### src/rtl/risc_wb_stage.sv
// Write-back stage: result select, late-load stall with bounded timeout, registered RF write.
// Define RISC_WB_FWD_EN to build the one-entry bypass register driving FWD_*.
module risc_wb_stage #(
  parameter int unsigned DATA_W      = 32,
  parameter int unsigned ADDR_W      = 5,
  parameter int unsigned MEM_TIMEOUT = 15,
  parameter int unsigned ZERO_REG    = 1
) (
  input  logic              clk,
  input  logic              rst,
  input  logic              IN_VALID,
  output logic              IN_READY,
  input  logic [2:0]        MD_1,
  input  logic              NxorV,
  input  logic [DATA_W-1:0] FUNC_OUT,
  input  logic [DATA_W-1:0] PC_LINK,
  input  logic [DATA_W-1:0] DATA_OUT,
  input  logic              DATA_VALID,
  input  logic              RW_1,
  input  logic [ADDR_W-1:0] DA_1,
  output logic [DATA_W-1:0] Bus_D,
  output logic              RW_OUT,
  output logic [ADDR_W-1:0] DA_OUT,
  output logic              OUT_VALID,
  output logic              ERR_TIMEOUT,
  output logic              FWD_VALID,
  output logic [ADDR_W-1:0] FWD_DA,
  output logic [DATA_W-1:0] FWD_DATA
);

  localparam int unsigned CntW      = (MEM_TIMEOUT > 1) ? $clog2(MEM_TIMEOUT) : 1;
  localparam bit          ZeroRegEn = (ZERO_REG != 0);

  typedef enum logic {StIdle, StWaitMem} state_t;

  state_t            state_q;
  logic [CntW-1:0]   cnt_q;
  logic [2:0]        hold_md_q;
  logic              hold_rw_q;
  logic [ADDR_W-1:0] hold_da_q;

  logic              in_wait, accept, commit, timeout, timeout_hit, wr_en;
  logic [2:0]        sel_md;
  logic              sel_rw;
  logic [ADDR_W-1:0] sel_da;

  function automatic logic is_load(input logic [2:0] md);
    return (md == 3'd1) || (md[2] == 1'b1);
  endfunction

  function automatic logic [DATA_W-1:0] form_data(input logic [2:0]        md,
                                                  input logic              nx,
                                                  input logic [DATA_W-1:0] fo,
                                                  input logic [DATA_W-1:0] pc,
                                                  input logic [DATA_W-1:0] dout);
    logic [DATA_W-1:0] r;
    case (md)
      3'd0:    r = fo;
      3'd1:    r = dout;
      3'd2:    r = {{(DATA_W-1){1'b0}}, nx};
      3'd3:    r = pc;
      3'd4:    r = {{(DATA_W-8){dout[7]}}, dout[7:0]};
      3'd5:    r = {{(DATA_W-8){1'b0}}, dout[7:0]};
      3'd6:    r = {{(DATA_W-16){dout[15]}}, dout[15:0]};
      default: r = {{(DATA_W-16){1'b0}}, dout[15:0]};
    endcase
    return r;
  endfunction

  // In WAIT_MEM the held fields steer the commit; live upstream inputs are ignored.
  always_comb begin
    in_wait     = (state_q == StWaitMem);
    IN_READY    = ~in_wait;
    sel_md      = in_wait ? hold_md_q : MD_1;
    sel_rw      = in_wait ? hold_rw_q : RW_1;
    sel_da      = in_wait ? hold_da_q : DA_1;
    accept      = IN_VALID & ~in_wait;
    timeout_hit = (MEM_TIMEOUT != 0) && ((32'(cnt_q) + 32'd1) == 32'(MEM_TIMEOUT));
    commit      = in_wait ? DATA_VALID : (accept & (~is_load(MD_1) | DATA_VALID));
    timeout     = in_wait & ~DATA_VALID & timeout_hit;
    wr_en       = commit & sel_rw & ~(ZeroRegEn & (sel_da == '0));
  end

  always_ff @(posedge clk or posedge rst) begin
    if (rst) begin
      state_q     <= StIdle;
      cnt_q       <= '0;
      hold_md_q   <= '0;
      hold_rw_q   <= 1'b0;
      hold_da_q   <= '0;
      Bus_D       <= '0;
      RW_OUT      <= 1'b0;
      DA_OUT      <= '0;
      OUT_VALID   <= 1'b0;
      ERR_TIMEOUT <= 1'b0;
    end else begin
      OUT_VALID   <= commit | timeout;
      ERR_TIMEOUT <= timeout;
      RW_OUT      <= wr_en;
      if (commit) begin
        Bus_D  <= form_data(sel_md, NxorV, FUNC_OUT, PC_LINK, DATA_OUT);
        DA_OUT <= sel_da;
      end
      case (state_q)
        StIdle: begin
          if (accept && is_load(MD_1) && !DATA_VALID) begin
            state_q   <= StWaitMem;
            cnt_q     <= '0;
            hold_md_q <= MD_1;
            hold_rw_q <= RW_1;
            hold_da_q <= DA_1;
          end
        end
        StWaitMem: begin
          cnt_q <= cnt_q + CntW'(1);
          if (commit || timeout) state_q <= StIdle;
        end
      endcase
    end
  end

`ifdef RISC_WB_FWD_EN
  always_ff @(posedge clk or posedge rst) begin
    if (rst) begin
      FWD_VALID <= 1'b0;
      FWD_DA    <= '0;
      FWD_DATA  <= '0;
    end else if (wr_en) begin
      FWD_VALID <= 1'b1;
      FWD_DA    <= sel_da;
      FWD_DATA  <= form_data(sel_md, NxorV, FUNC_OUT, PC_LINK, DATA_OUT);
    end
  end
`else
  assign FWD_VALID = 1'b0;
  assign FWD_DA    = '0;
  assign FWD_DATA  = '0;
`endif

endmodule

### config.mk
export PLATFORM = sky130hd
export DESIGN_NAME = risc_wb_stage
export DESIGN_NICKNAME = d
export VERILOG_FILES = /design/src/rtl/risc_wb_stage.sv
export SDC_FILE = /design/constraint.sdc
export NUM_CORES = 1
export LEC_CHECK = 0
export CAP_MARGIN = 5
export CORE_ASPECT_RATIO = 0.5
export CORE_UTILIZATION = 39
export DETAILED_ROUTE_END_ITERATION = 10
export HOLD_SLACK_MARGIN = 0.03
export PLACE_DENSITY_LB_ADDON = 0.1
export SYNTH_ARGS = -nofsm -noshare
export SYNTH_HDL_FRONTEND = slang
export SYNTH_SLANG_ARGS = --single-unit
### constraint.sdc
create_clock -name clk -period 2.6 [get_ports clk]
set_clock_uncertainty 0.2 [all_clocks]
set_input_delay 0.78 -clock clk [delete_from_list [all_inputs] [get_ports clk]]
set_output_delay 0.78 -clock clk [all_outputs]
set_load 0.01 [all_outputs]
==> summary.txt <==
Run status
  • Run status: complete, no violations

Yosys
  • Seq/Total Area, Yosys: 0.404
  • Yosys Warn Count: 0
  • Synth Instances: between 300 and 400
  • Most numerous cell in the Yosys netlist: nand2_1
  • Synth top cells by count: 85 x nand2_1, 54 x dfrtp_1, 44 x buf_4
  • Post-synth top area share: 0.404
  • Post-Syn Area: about 0.0033 sq mm
  • EDFF count, synth: 0
  • Mean Syn Cell Area: slightly above 9 sq um
  • Top cells by area, synth: dfrtp_1 40%, buf_4 9.9%, nand2_1 9.5%
  • Yosys cell types: 42
  • Area leader, netlist: dfrtp_1
  • Ys flop type: dfrtp_1
  • Register bit count reported by yosys: 54
  • Ys async rst share: 1.00

Floorplan
  • Core area: 0.00814 sq mm
  • Die area: approximately 0.009 sq mm
  • Starting Density: 0.411
  • Row cnt: 23
  • Die width: approximately 130 um
  • I/O pin cnt: about 190
  • Die height: between 60 and 70 um

Final layout
  • Fillers: about 700
  • Area grow syn2layout: 54.9%
  • Register area: around 0.0014 sq mm
  • Ant. Diodes: 0
  • Nets: around 650
  • Fraction of layout cells with a size suffix above 1: 0.127
  • Post-Layout Cell Count: approximately 650
  • Multi-input logic area: 0.00169 sq mm

Timing
  • RSZ-0062 raised after global routing: yes
  • Final Hold Slack: 277 ps
  • Fmax: approximately 400 MHz
  • Hold Violations, Final: 0
  • Setup TNS: 0 ps
  • Max Slew Vio Count: 0
  • Final Cycle Share: 0.958
  • Setup violators final: 0
  • Tmin final: approximately 2500 ps
  • Post-route setup slack: approximately 110 ps

Critical path
  • CP Data Arrival Time: about 1500 ps
  • Crit end category: output pin
  • Critical path fanouts, max: 10
  • CP peak stage delay: around 570 ps
  • Reg2reg setup slack: between 400 and 500 ps
  • Worst path cell trace: clkinv_1 > clkdlybuf4s50_1
  • Worst reg2reg path depth: 5
  • Worst R2R End: Bus_D[26]
  • Worst path required time: between 1500 and 2000 ps
  • Crit path max-delay cell type: dfrtp_2
  • CP startpoint kind: flop
  • Critical R2R Launch: in_wait
  • Crit Path Class: flop to output pin

Clock network
  • Worst-skew pair later-pin latency: 300 ps
  • CTS clk-pin slew, worst paths: ~70 ps
  • H-tree Lvls: 2
  • TritonCTS Buffers: 5
  • Post CTS Setup Buffer Count: 0
  • CTS tree: yes
  • Clock Tree Root: clkbuf_16
  • CTS sink cnt: 54
  • CTS max path bufs: 2
  • CTS Hold Bufs: 0

Placement
  • IO Port Bufs: 150
  • HPWL after detailed placement: between 7 and 8 mm
  • Placer Congestion: 0.783
  • Pre-CTS WS: -279 ps
  • Cells after DPL: 638

GRT
  • Antenna violations before repair: 0
  • Global router's overall resource usage: 0.212
  • Global route overflow: 0
  • Global-route wire length before repair: roughly 15 mm
  • Vias in the first global route: about 3,000
  • Largest net degree at the start of global routing: 39

Detailed routing
  • Total iterations of the first detailed-routing run: 4
  • Vias per cell: 4.93
  • Vias: ~3,200
  • WL final: ~9 mm
  • Remaining DRCs: 0
  • Antenna viol nets, final: 0
  • Wirelength per Cell: approximately 14 um
  • DR iter-0 viols: 177

Worst hold path
  • Hold path startpoint: Bus_D[5]
  • Hold depth: 2
  • Worst hold path class: flop to flop
  • Hold Path End: Bus_D[5]

Power and ir drop
  • Worst VDD drop: between 0.0002 and 0.0003 V
  • PwrDens: 645 mW/mm^2
  • LEAKAGE: between 2 and 2.5 nW

Run
  • Max_cap viols: 0
-- area by class of cell --
cell class	count	share of cell area
repair buffers	187	0.354
multi-input cells	279	0.326
flip-flops and latches	54	0.261
well taps	112	0.0270
clock buffers	6	0.0249
inverters	6	0.00435
clock inverters	2	0.00266
-- placed cells by master, fill, tap and decap left out, types with 5 or more instances in the layout --
| cell | netlist | final |
|---|---|---|
| o311ai_1 | 8 | 13 |
| mux2_2 | 9 | 9 |
| a221oi_1 | 9 | 9 |
| a22oi_1 | 6 | 6 |
| clkdlybuf4s50_1 | 0 | 149 |
| buf_4 | 44 | 32 |
| mux2i_1 | 7 | 6 |
| a21oi_1 | 36 | 36 |
| a22o_1 | 7 | 7 |
| clkbuf_16 | 0 | 5 |
| a221o_1 | 9 | 9 |
| a21o_1 | 9 | 9 |
| nand2_1 | 85 | 85 |
| o21ai_0 | 15 | 15 |
| dfrtp_1 | 54 | 53 |
| conb_1 | 1 | 38 |
-- cells by family (layout without fill, tap and decap cells) --
kind of cell | after synthesis | count (layout) | share of synthesized area
adders and majority gates | 2 | 2 | 0.00748
xor gates and xnor gates | 2 | 2 | 0.00524
DFF | 54 | 54 | 0.404
muxes | 20 | 20 | 0.0737
AOI/OAI and AO/OA | 115 | 115 | 0.241
and+or+nand+nor | 102 | 102 | 0.127
buffers and inverters | 71 | 201 | 0.141
other | 1 | 38 | 0.00112
-- repair_timing --
action / CTS / global route
gates resized for setup: 1 / 8
cloned: 0 / 0
setup endpoints to repair: 1 / 10
-- flip-flops by register name (all words and copies together), names as in the netlist --
register	flops
OUT_VALID	1
RW_OUT	1
cnt_q	4
in_wait	1
Bus_D	32
DA_OUT	5
hold_da_q	5
hold_md_q	3
ERR_TIMEOUT	1
hold_rw_q	1
-- worst max-delay path: cells and delay by family (launching register included) --
kind     cells  cell delay, ps
buf+inv      2             650
flops        1             570
-- through the flow --
| step | area (sq um) | util | total power (W) |
|---|---|---|---|
| final | 5180 | 0.636 | 0.00334 |
| after CTS | 5170 | 0.635 | 0.00336 |
| after global routing | 5180 | 0.636 | 0.00356 |
| after floorplan | 3480 | - | 0.00196 |
| after global placement | 5020 | 0.617 | 0.00267 |
| after detailed placement | 5020 | 0.617 | 0.00269 |
-- per-layer routing --
layer	vias up	global-route usage	share of wire
li1	1576	-	-
met1	1470	0.268	0.44
met2	120	0.368	0.48
met3	18	0.0443	0.055
met4	0	0.0747	0.020
met5	-	0	0
-- worst max-delay path by stage --
stage / start / endpoint
global placement: MD_1[0] / Bus_D[9]
floorplan: rst / Bus_D[0]
global route: MD_1[1] / Bus_D[9]
CTS: MD_1[1] / Bus_D[17]
finish: in_wait / IN_READY
detailed placement: MD_1[1] / Bus_D[17]
-- power breakdown --
group | total (W) | internal, W | switching [W]
logic | 0.00145 | 0.000822 | 0.000625
registers | 0.00124 | 0.00107 | 0.000163
clock network | 0.000663 | 0.000358 | 0.000305
total | 0.00334 | 0.00225 | 0.00109
Power figures use the tool's default switching activity.
